===== config.mk =====
export PLATFORM = sky130hd
export DESIGN_NAME = mmu_mem_arbiter
export DESIGN_NICKNAME = d
export VERILOG_FILES = /design/src/rtl/mmu_mem_arbiter.sv
export SDC_FILE = /design/constraint.sdc
export NUM_CORES = 1
export LEC_CHECK = 0
export ABC_AREA = 1
export BUFFER_PORTS_ARGS = -buffer_cell sky130_fd_sc_hd__buf_2
export CORE_MARGIN = 3
export CORE_UTILIZATION = 31
export DETAILED_ROUTE_END_ITERATION = 6
export GPL_TIMING_DRIVEN = 0
export SLEW_MARGIN = 30
export SYNTH_ARGS = -nofsm -noshare
export SYNTH_HDL_FRONTEND = slang
export SYNTH_SLANG_ARGS = --single-unit

===== constraint.sdc =====
create_clock -name clk -period 1.9 [get_ports clk]
set_input_delay 0.475 -clock clk [delete_from_list [all_inputs] [get_ports clk]]
set_output_delay 0.475 -clock clk [all_outputs]
set_load 0.03 [all_outputs]

===== src/rtl/mmu_mem_arbiter.sv =====
// mmu_mem_arbiter: shares one memory bus between MMU page-table reads and CPU data accesses,
// with fixed PT priority and a per-access ack timeout.
module mmu_mem_arbiter #(
  parameter int TIMEOUT_CYCLES = 15
) (
  input  logic        clk,
  input  logic        rst_n,
  input  logic [15:0] pt_addr,
  input  logic        pt_read,
  output logic [7:0]  pt_data,
  output logic        pt_ready,
  input  logic [15:0] cpu_addr,
  input  logic        cpu_read,
  input  logic        cpu_write,
  input  logic [7:0]  cpu_wdata,
  input  logic        cpu_xlat_ok,
  output logic [7:0]  cpu_rdata,
  output logic        cpu_ready,
  output logic [15:0] mem_addr,
  output logic        mem_rd,
  output logic        mem_wr,
  output logic [7:0]  mem_wdata,
  input  logic [7:0]  mem_rdata,
  input  logic        mem_ack,
  output logic        bus_error
);
  typedef enum logic [1:0] {IDLE, PT_BUS, CPU_BUS, DONE} state_e;
  state_e      state_q;
  logic        pt_pend_q, cpu_own_q, mem_rd_q, mem_wr_q, pt_ready_q, cpu_ready_q, bus_error_q;
  logic [7:0]  cnt_q, pt_data_q, cpu_rdata_q, mem_wdata_q;
  logic [15:0] mem_addr_q;
  logic [7:0]  cnt_d, rdata_d;
  logic        timeout;
  // Ack wins over a simultaneous timeout, so the timeout only fires on an ack-free cycle.
  always_comb begin
    cnt_d   = cnt_q + 8'd1;
    timeout = !mem_ack && (cnt_d == 8'(TIMEOUT_CYCLES));
    rdata_d = mem_ack ? mem_rdata : 8'hFF;
  end
  always_ff @(posedge clk or negedge rst_n)
    if (!rst_n) begin
      state_q     <= IDLE;
      pt_pend_q   <= 1'b0;
      cpu_own_q   <= 1'b0;
      cnt_q       <= 8'h00;
      mem_rd_q    <= 1'b0;
      mem_wr_q    <= 1'b0;
      mem_addr_q  <= 16'h0000;
      mem_wdata_q <= 8'h00;
      pt_data_q   <= 8'h00;
      cpu_rdata_q <= 8'h00;
      pt_ready_q  <= 1'b0;
      cpu_ready_q <= 1'b0;
      bus_error_q <= 1'b0;
    end else begin
      pt_ready_q  <= 1'b0;
      cpu_ready_q <= 1'b0;
      bus_error_q <= 1'b0;
      if (pt_read) pt_pend_q <= 1'b1;
      case (state_q)
        IDLE:
          if (pt_pend_q || pt_read) begin
            state_q    <= PT_BUS;
            pt_pend_q  <= 1'b0;
            cpu_own_q  <= 1'b0;
            cnt_q      <= 8'h00;
            mem_addr_q <= pt_addr;
            mem_rd_q   <= 1'b1;
            mem_wr_q   <= 1'b0;
          end else if ((cpu_read || cpu_write) && cpu_xlat_ok) begin
            state_q     <= CPU_BUS;
            cpu_own_q   <= 1'b1;
            cnt_q       <= 8'h00;
            mem_addr_q  <= cpu_addr;
            mem_wdata_q <= cpu_wdata;
            mem_rd_q    <= !cpu_write;
            mem_wr_q    <= cpu_write;
          end
        PT_BUS, CPU_BUS: begin
          cnt_q <= mem_ack ? cnt_q : cnt_d;
          if (mem_ack || timeout) begin
            state_q     <= DONE;
            mem_rd_q    <= 1'b0;
            mem_wr_q    <= 1'b0;
            pt_ready_q  <= !cpu_own_q;
            cpu_ready_q <= cpu_own_q;
            bus_error_q <= timeout;
            if (mem_rd_q && cpu_own_q) cpu_rdata_q <= rdata_d;
            if (mem_rd_q && !cpu_own_q) pt_data_q <= rdata_d;
          end
        end
        default: state_q <= IDLE;
      endcase
    end
  assign pt_data   = pt_data_q;
  assign pt_ready  = pt_ready_q;
  assign cpu_rdata = cpu_rdata_q;
  assign cpu_ready = cpu_ready_q;
  assign mem_addr  = mem_addr_q;
  assign mem_rd    = mem_rd_q;
  assign mem_wr    = mem_wr_q;
  assign mem_wdata = mem_wdata_q;
  assign bus_error = bus_error_q;
endmodule


* Word-level counts from Yosys, hierarchy flattened *
Index checks and enable logic that the tools add are counted.

operators by class
  $add $sub $neg = 1
  multipliers = 0
  div/mod/pow operators = 0
  order comparisons = 0
  equality and inequality tests = 6
  shift-type cells = 0
  muxes and demuxes = 29
  bitwise operators = 1
  reduce and logical (&&, ||, !) cells = 21

operator list
  operator             count
  $mux 16              2
  $mux 8               4
  $mux 1               16
  $pmux 8 s2           1
  $reduce_and 3->1     5
  $add 8x1->8 const B  1
  $eq 8x4->1 const B   1
  $mux 2               3
  $logic_and 1x1->1    4
  $ne 2x2->1 const B   2
  $pmux 1 s2           2
  $pmux 2 s2           1
  $reduce_and 2->1     2
  $reduce_bool 2->1    2
  $logic_not 1->1      3
  $logic_or 1x1->1     3
  $ne 3x3->1 const B   1
  $eq 2x1->1 const B   1
  $eq 2x2->1 const B   1
  $logic_not 2->1      1
  $reduce_or 2->1      1
  $not 1->1            1

storage, ports and cells
  register bits after elaboration = 57
  bits in latches = 0
  memory bits (writable) = 0
  bits in read-only memories = 0
  bits of input ports = 55
  output and inout bits = 45
  word-level logic and storage cells = 71
  memories kept = 0

* Logic depth before layout (Yosys ltp) *
  depth after elaboration = 6
  depth in mapped cells = 12
  mapped depth without buffers = 12

* Worst setup path after synthesis *
No wires, ideal clock.

  path kind = reg-to-reg
  from = reg state_q[0]
  to = reg cnt_q[0]
  library setup time = 129 ps
  arrival = 1,483 ps
  required time = 1,771 ps
  slack = 288 ps
  stages on the path, launching flop included = 10
  path buffers = 0
  period minus slack after synthesis = 1,612 ps
  cell sequence = dfrtp_1 > inv_1 > ha_1 > nor2_1 > inv_1 > o21ai_0 > nor2_1 > inv_1 > nand2_1 > o21ai_0

on the way
  longest elaborated chain between the ends = 4
  elaborated cells between the ends (all ways) = 9
  those cells by class = 4 x eq/ne; 1 x mux; 4 x reduce/logical

ends and longest elaborated chain
  element                                                           RTL line  RTL
  start, declared                                                   28        state_e state_q;
  start signal, assigned                                            42        state_q <= IDLE;
  start signal, assigned                                            63        state_q <= PT_BUS;
  start signal, assigned                                            71        state_q <= CPU_BUS;
  $eq 2x1->1 / $eq 2x2->1 (equally long branches)                   60        case (state_q)
  $reduce_or 2->1                                                   60
  $ne 2x2->1 (no line) / $reduce_bool 2->1 (equally long branches)  -
  $reduce_and 3->1 (no line)                                        -
  end signal, assigned                                              80        cnt_q <= mem_ack ? cnt_q : cnt_d;
  end, declared                                                     30        logic [7:0] cnt_q, pt_data_q, cpu_rdata_q, mem_wdata_q;

Parallel ways exist; a longest one is shown, timed or not.
A chain may end at the register's enable or synchronous reset.

* Worst setup path after layout *
  from = reg cnt_q[0]
  to = reg pt_data_q[5], in the netlist pt_data[5]

on the way
  longest elaborated chain between the ends = 5

ends and longest elaborated chain
  element                     RTL line  RTL
  $add 8x1->8                 36        cnt_d = cnt_q + 8'd1;
  $eq 8x4->1                  37        timeout = !mem_ack && (cnt_d == 8'(TIMEOUT_CYCLES));
  $logic_and 1x1->1           37
  $logic_or 1x1->1            81        if (mem_ack || timeout) begin
  $reduce_and 3->1 (no line)  -
  end signal, assigned        89        if (mem_rd_q && !cpu_own_q) pt_data_q <= rdata_d;
  end, declared               30

Every way passes these cells.

==> flow_metrics.env <==
export IMPL_status="complete, no violations"
export IMPL_r2r_cells=11
export IMPL_critPathKind="flip-flop to flip-flop"
export IMPL_h_tree_depth=3
export IMPL_path_delay_family="simple AND/OR/NAND/NOR gates"
export IMPL_synth_simple_area_share_pct=29.5
export IMPL_syn_area_um2=2720
export IMPL_synth_top_family_by_area="simple AND/OR/NAND/NOR gates"
export IMPL_max_cap_violations=0
export IMPL_die_width_um=99.6
export IMPL_wire_per_inst_um=12.8
export IMPL_worst_path_max_delay_cell="dfrtp_2"
export IMPL_dr_pass1_iters=4
export IMPL_power_leakage_nw=1.81
export IMPL_maxUsedRoutingLayer="met4"
export IMPL_grt_antenna_before_repair=0
export IMPL_cp_data_arrival_time_ns=1.97
export IMPL_antenna_cells=0
export IMPL_synth_fp_nets=364
export IMPL_root_buffer="clkbuf_8"
export IMPL_cp_max_fo=8
export IMPL_dp_final_hpwl_um=4960
export IMPL_setup_viol=0
export IMPL_cts_sinks=57
export IMPL_slew_headroom_pct=52.7
export IMPL_synth_cells=305
export IMPL_synth_warnings=0
export IMPL_insertion_delay_ns=0.34
export IMPL_die_y_um=99.6
export IMPL_final_max_slew_viol_count=0
export IMPL_cts_made_buffers=9
export IMPL_grt_pass1_vias=2320
export IMPL_ys_async_sr_fraction_pct=100
export IMPL_worstMarginPinSlew_ns=0.710
export IMPL_clk_path_buf_depth=2
export IMPL_hold_path_class="input port to async pin"
export IMPL_synth_area_top_cells="dfrtp_1 53%, nand2_1 13%, nand4_1 4.6%"
export IMPL_start_kind="flip-flop"
export IMPL_die_area_um2=9920
export IMPL_met3_length_um=388
export IMPL_coreArea_um2=8340
export IMPL_layout_drive_gt1_share_pct=38.1
export IMPL_drtIter0Drc=75
export IMPL_ys_seq_area_share_pct=52.5
export IMPL_critical_path_required_ns=2.13
export IMPL_clock_fmax_mhz=576
export IMPL_synthFlopType="dfrtp_1"
export IMPL_drt_met1_wl_um=3110
export IMPL_vias_per_cell=4.68
export IMPL_grt_pass1_wl_um=11100
export IMPL_synth_mux_area_share_pct=3.32
export IMPL_synth_compound_gate_area_share_pct=7.28
export IMPL_fin_skew_ns=0.0104
export IMPL_cp_slowest_stage_delay_ns=0.43
export IMPL_yosys_area_top_type="dfrtp_1"
export IMPL_area_delta_synth_final_pct=32.2
export IMPL_via_count=2478
export IMPL_yosysMostFrequentCell="nand2_1"
export IMPL_synth_fa_ha_area_share_pct=1.84
export IMPL_synth_xor_area_share_pct=0.323
export IMPL_synth_edf_count=0
export IMPL_hold_violations=0
export IMPL_synth_seq_cells=57
export IMPL_endpoint="pt_data[5]"
export IMPL_port_buffers=99
export IMPL_gp_congestion=0.795
export IMPL_met2_length_um=3150
export IMPL_layout_nets=479
export IMPL_reg2reg_from="cnt_q[0]"
export IMPL_fin_crit_sh_pct=91.3
export IMPL_yosys_top_cells_count="93 x nand2_1, 57 x dfrtp_1, 27 x nor2_1"
export IMPL_wl_um=6790
export IMPL_clkTransAtPathRegs_ns=0.08
export IMPL_startpoint="cnt_q[0]"
export IMPL_start_util_pct=32.6
export IMPL_grt_max_degree=58
export IMPL_crit_chain="ha_2 > nand2_1 > nand2_1 > nor2_1 > nand2_1 > nor2_4 > nand3_4 > nand2_8 > nand3_4 > nand2_1 > nand2_1"
export IMPL_power_mw=6.33
export IMPL_ant_nets=0
export IMPL_yosysTopAreaCellShare_pct=52.5
export IMPL_grt_overflow=0
export IMPL_crit_path_frequent_cell="nand2_1"
export IMPL_synthDistinctLibCells=29
export IMPL_syn_avg_cell_area_um2=8.90
export IMPL_critPathBufInv=0
export IMPL_power_density_nw_per_um2=1760
export IMPL_multi_input_area_um2=1180
export IMPL_pin_count=100
export IMPL_endpoint_kind="flip-flop"
export IMPL_regArea_um2=1430
export IMPL_post_route_drc_count=0
export IMPL_timing_rr_end="pt_data[5]"
export IMPL_fin_crit_ns=1.73
export IMPL_n_fill_cell=862
export IMPL_rows=33
export IMPL_critical_path_depth=11
export IMPL_cts_tree="built"
export IMPL_rsz0062_at_grt="yes"
export IMPL_setup_tns_ns=0
export IMPL_peakVddDrop_uv=529
export IMPL_grtUsageTotal_pct=14.1
export IMPL_reg2reg_slack_ns=0.17
[worst min path at each step]
stage               cells after the start      endpoint    startpoint  slack, ns
CTS                                     1    pt_data[2]         rst_n       0.21
global route                            1    pt_data[2]         rst_n       0.24
finish                                  1  cpu_rdata[0]         rst_n       0.18
global placement                        2    pt_data[0]    pt_data[0]       0.45
floorplan                               0     bus_error         rst_n       0.18
detailed placement                      2  cpu_rdata[7]  cpu_rdata[7]       0.46
[cells in the final DEF, fill, tap and decap left out, drive strengths merged]
master / n
nor2: 31
nor3: 2
xor2: 1
o21ai: 11
ha: 4
mux2: 8
clkinvlp: 1
a21oi: 1
clkinv: 7
nand3: 12
buf: 107
or2: 8
o22ai: 3
a31oi: 16
inv: 21
clkbuf: 15
o21a: 1
nand2: 98
dfrtp: 57
o21bai: 1
nand4: 20
[per-layer routing]
layer	global-route usage (%)	vias to the layer above
li1	-	1240
met5	0	-
met2	21.7	64
met1	18.5	1163
met4	7.46	0
met3	3.09	11
[where the power goes]
part,leakage [nW],internal (mW),switching [mW]
clock,0.0922,0.510,0.533
sequential,0.695,1.75,0.296
combinational,1.02,0.999,2.24
total,1.81,3.26,3.07
[cell families (layout without fill, tap and decap cells)]
logic type      after synthesis  count (layout)
compound gates               33              33
xor+xnor                      1               1
fa+ha+maj                     4               4
buf+inv                      32             151
flops                        57              57
mux                           8               8
simple gates                170             171
[registers in the layout, indices dropped and copies added, names as in the netlist]
register	flops
bus_error	1
cnt_q	8
cpu_own_q	1
cpu_rdata	8
cpu_ready	1
mem_addr	16
mem_rd	1
mem_wdata	8
mem_wr	1
pt_data	8
pt_pend_q	1
pt_ready	1
state_q	2
[final cells by class]
class	count	area share [%]
repair buffers	103	14.7
flip-flops and latches	57	39.8
multi-input cells	217	32.8
inverters	23	2.41
clock buffers	10	3.83
plain buffers	9	1.57
clock inverters	6	1.22
well taps	105	3.66
[stage by stage]
stage	setup WS [ns]	util (%)	cell area [um^2]	hold WS, ns	cells
detailed placement	-0.0209	40.1	3340	0.455	509
floorplan	0.288	-	2720	0.179	305
CTS	0.0644	42.3	3530	0.211	525
global placement	0.00336	40.1	3340	0.450	509
finish	0.165	43.0	3590	0.182	530
global route	-0.00656	43.0	3590	0.239	530
[what timing repair did]
| item | 4_1_cts | 5_1_grt |
|---|---|---|
| buffers inserted | 0 | 4 |
| endpoints found under the setup margin | 2 | 26 |
| resized for setup | 1 | 11 |
| hold buffers | 0 | 0 |
| pin swaps | 0 | 2 |
| gates cloned | 0 | 1 |
Power figures use the tool's default switching activity.
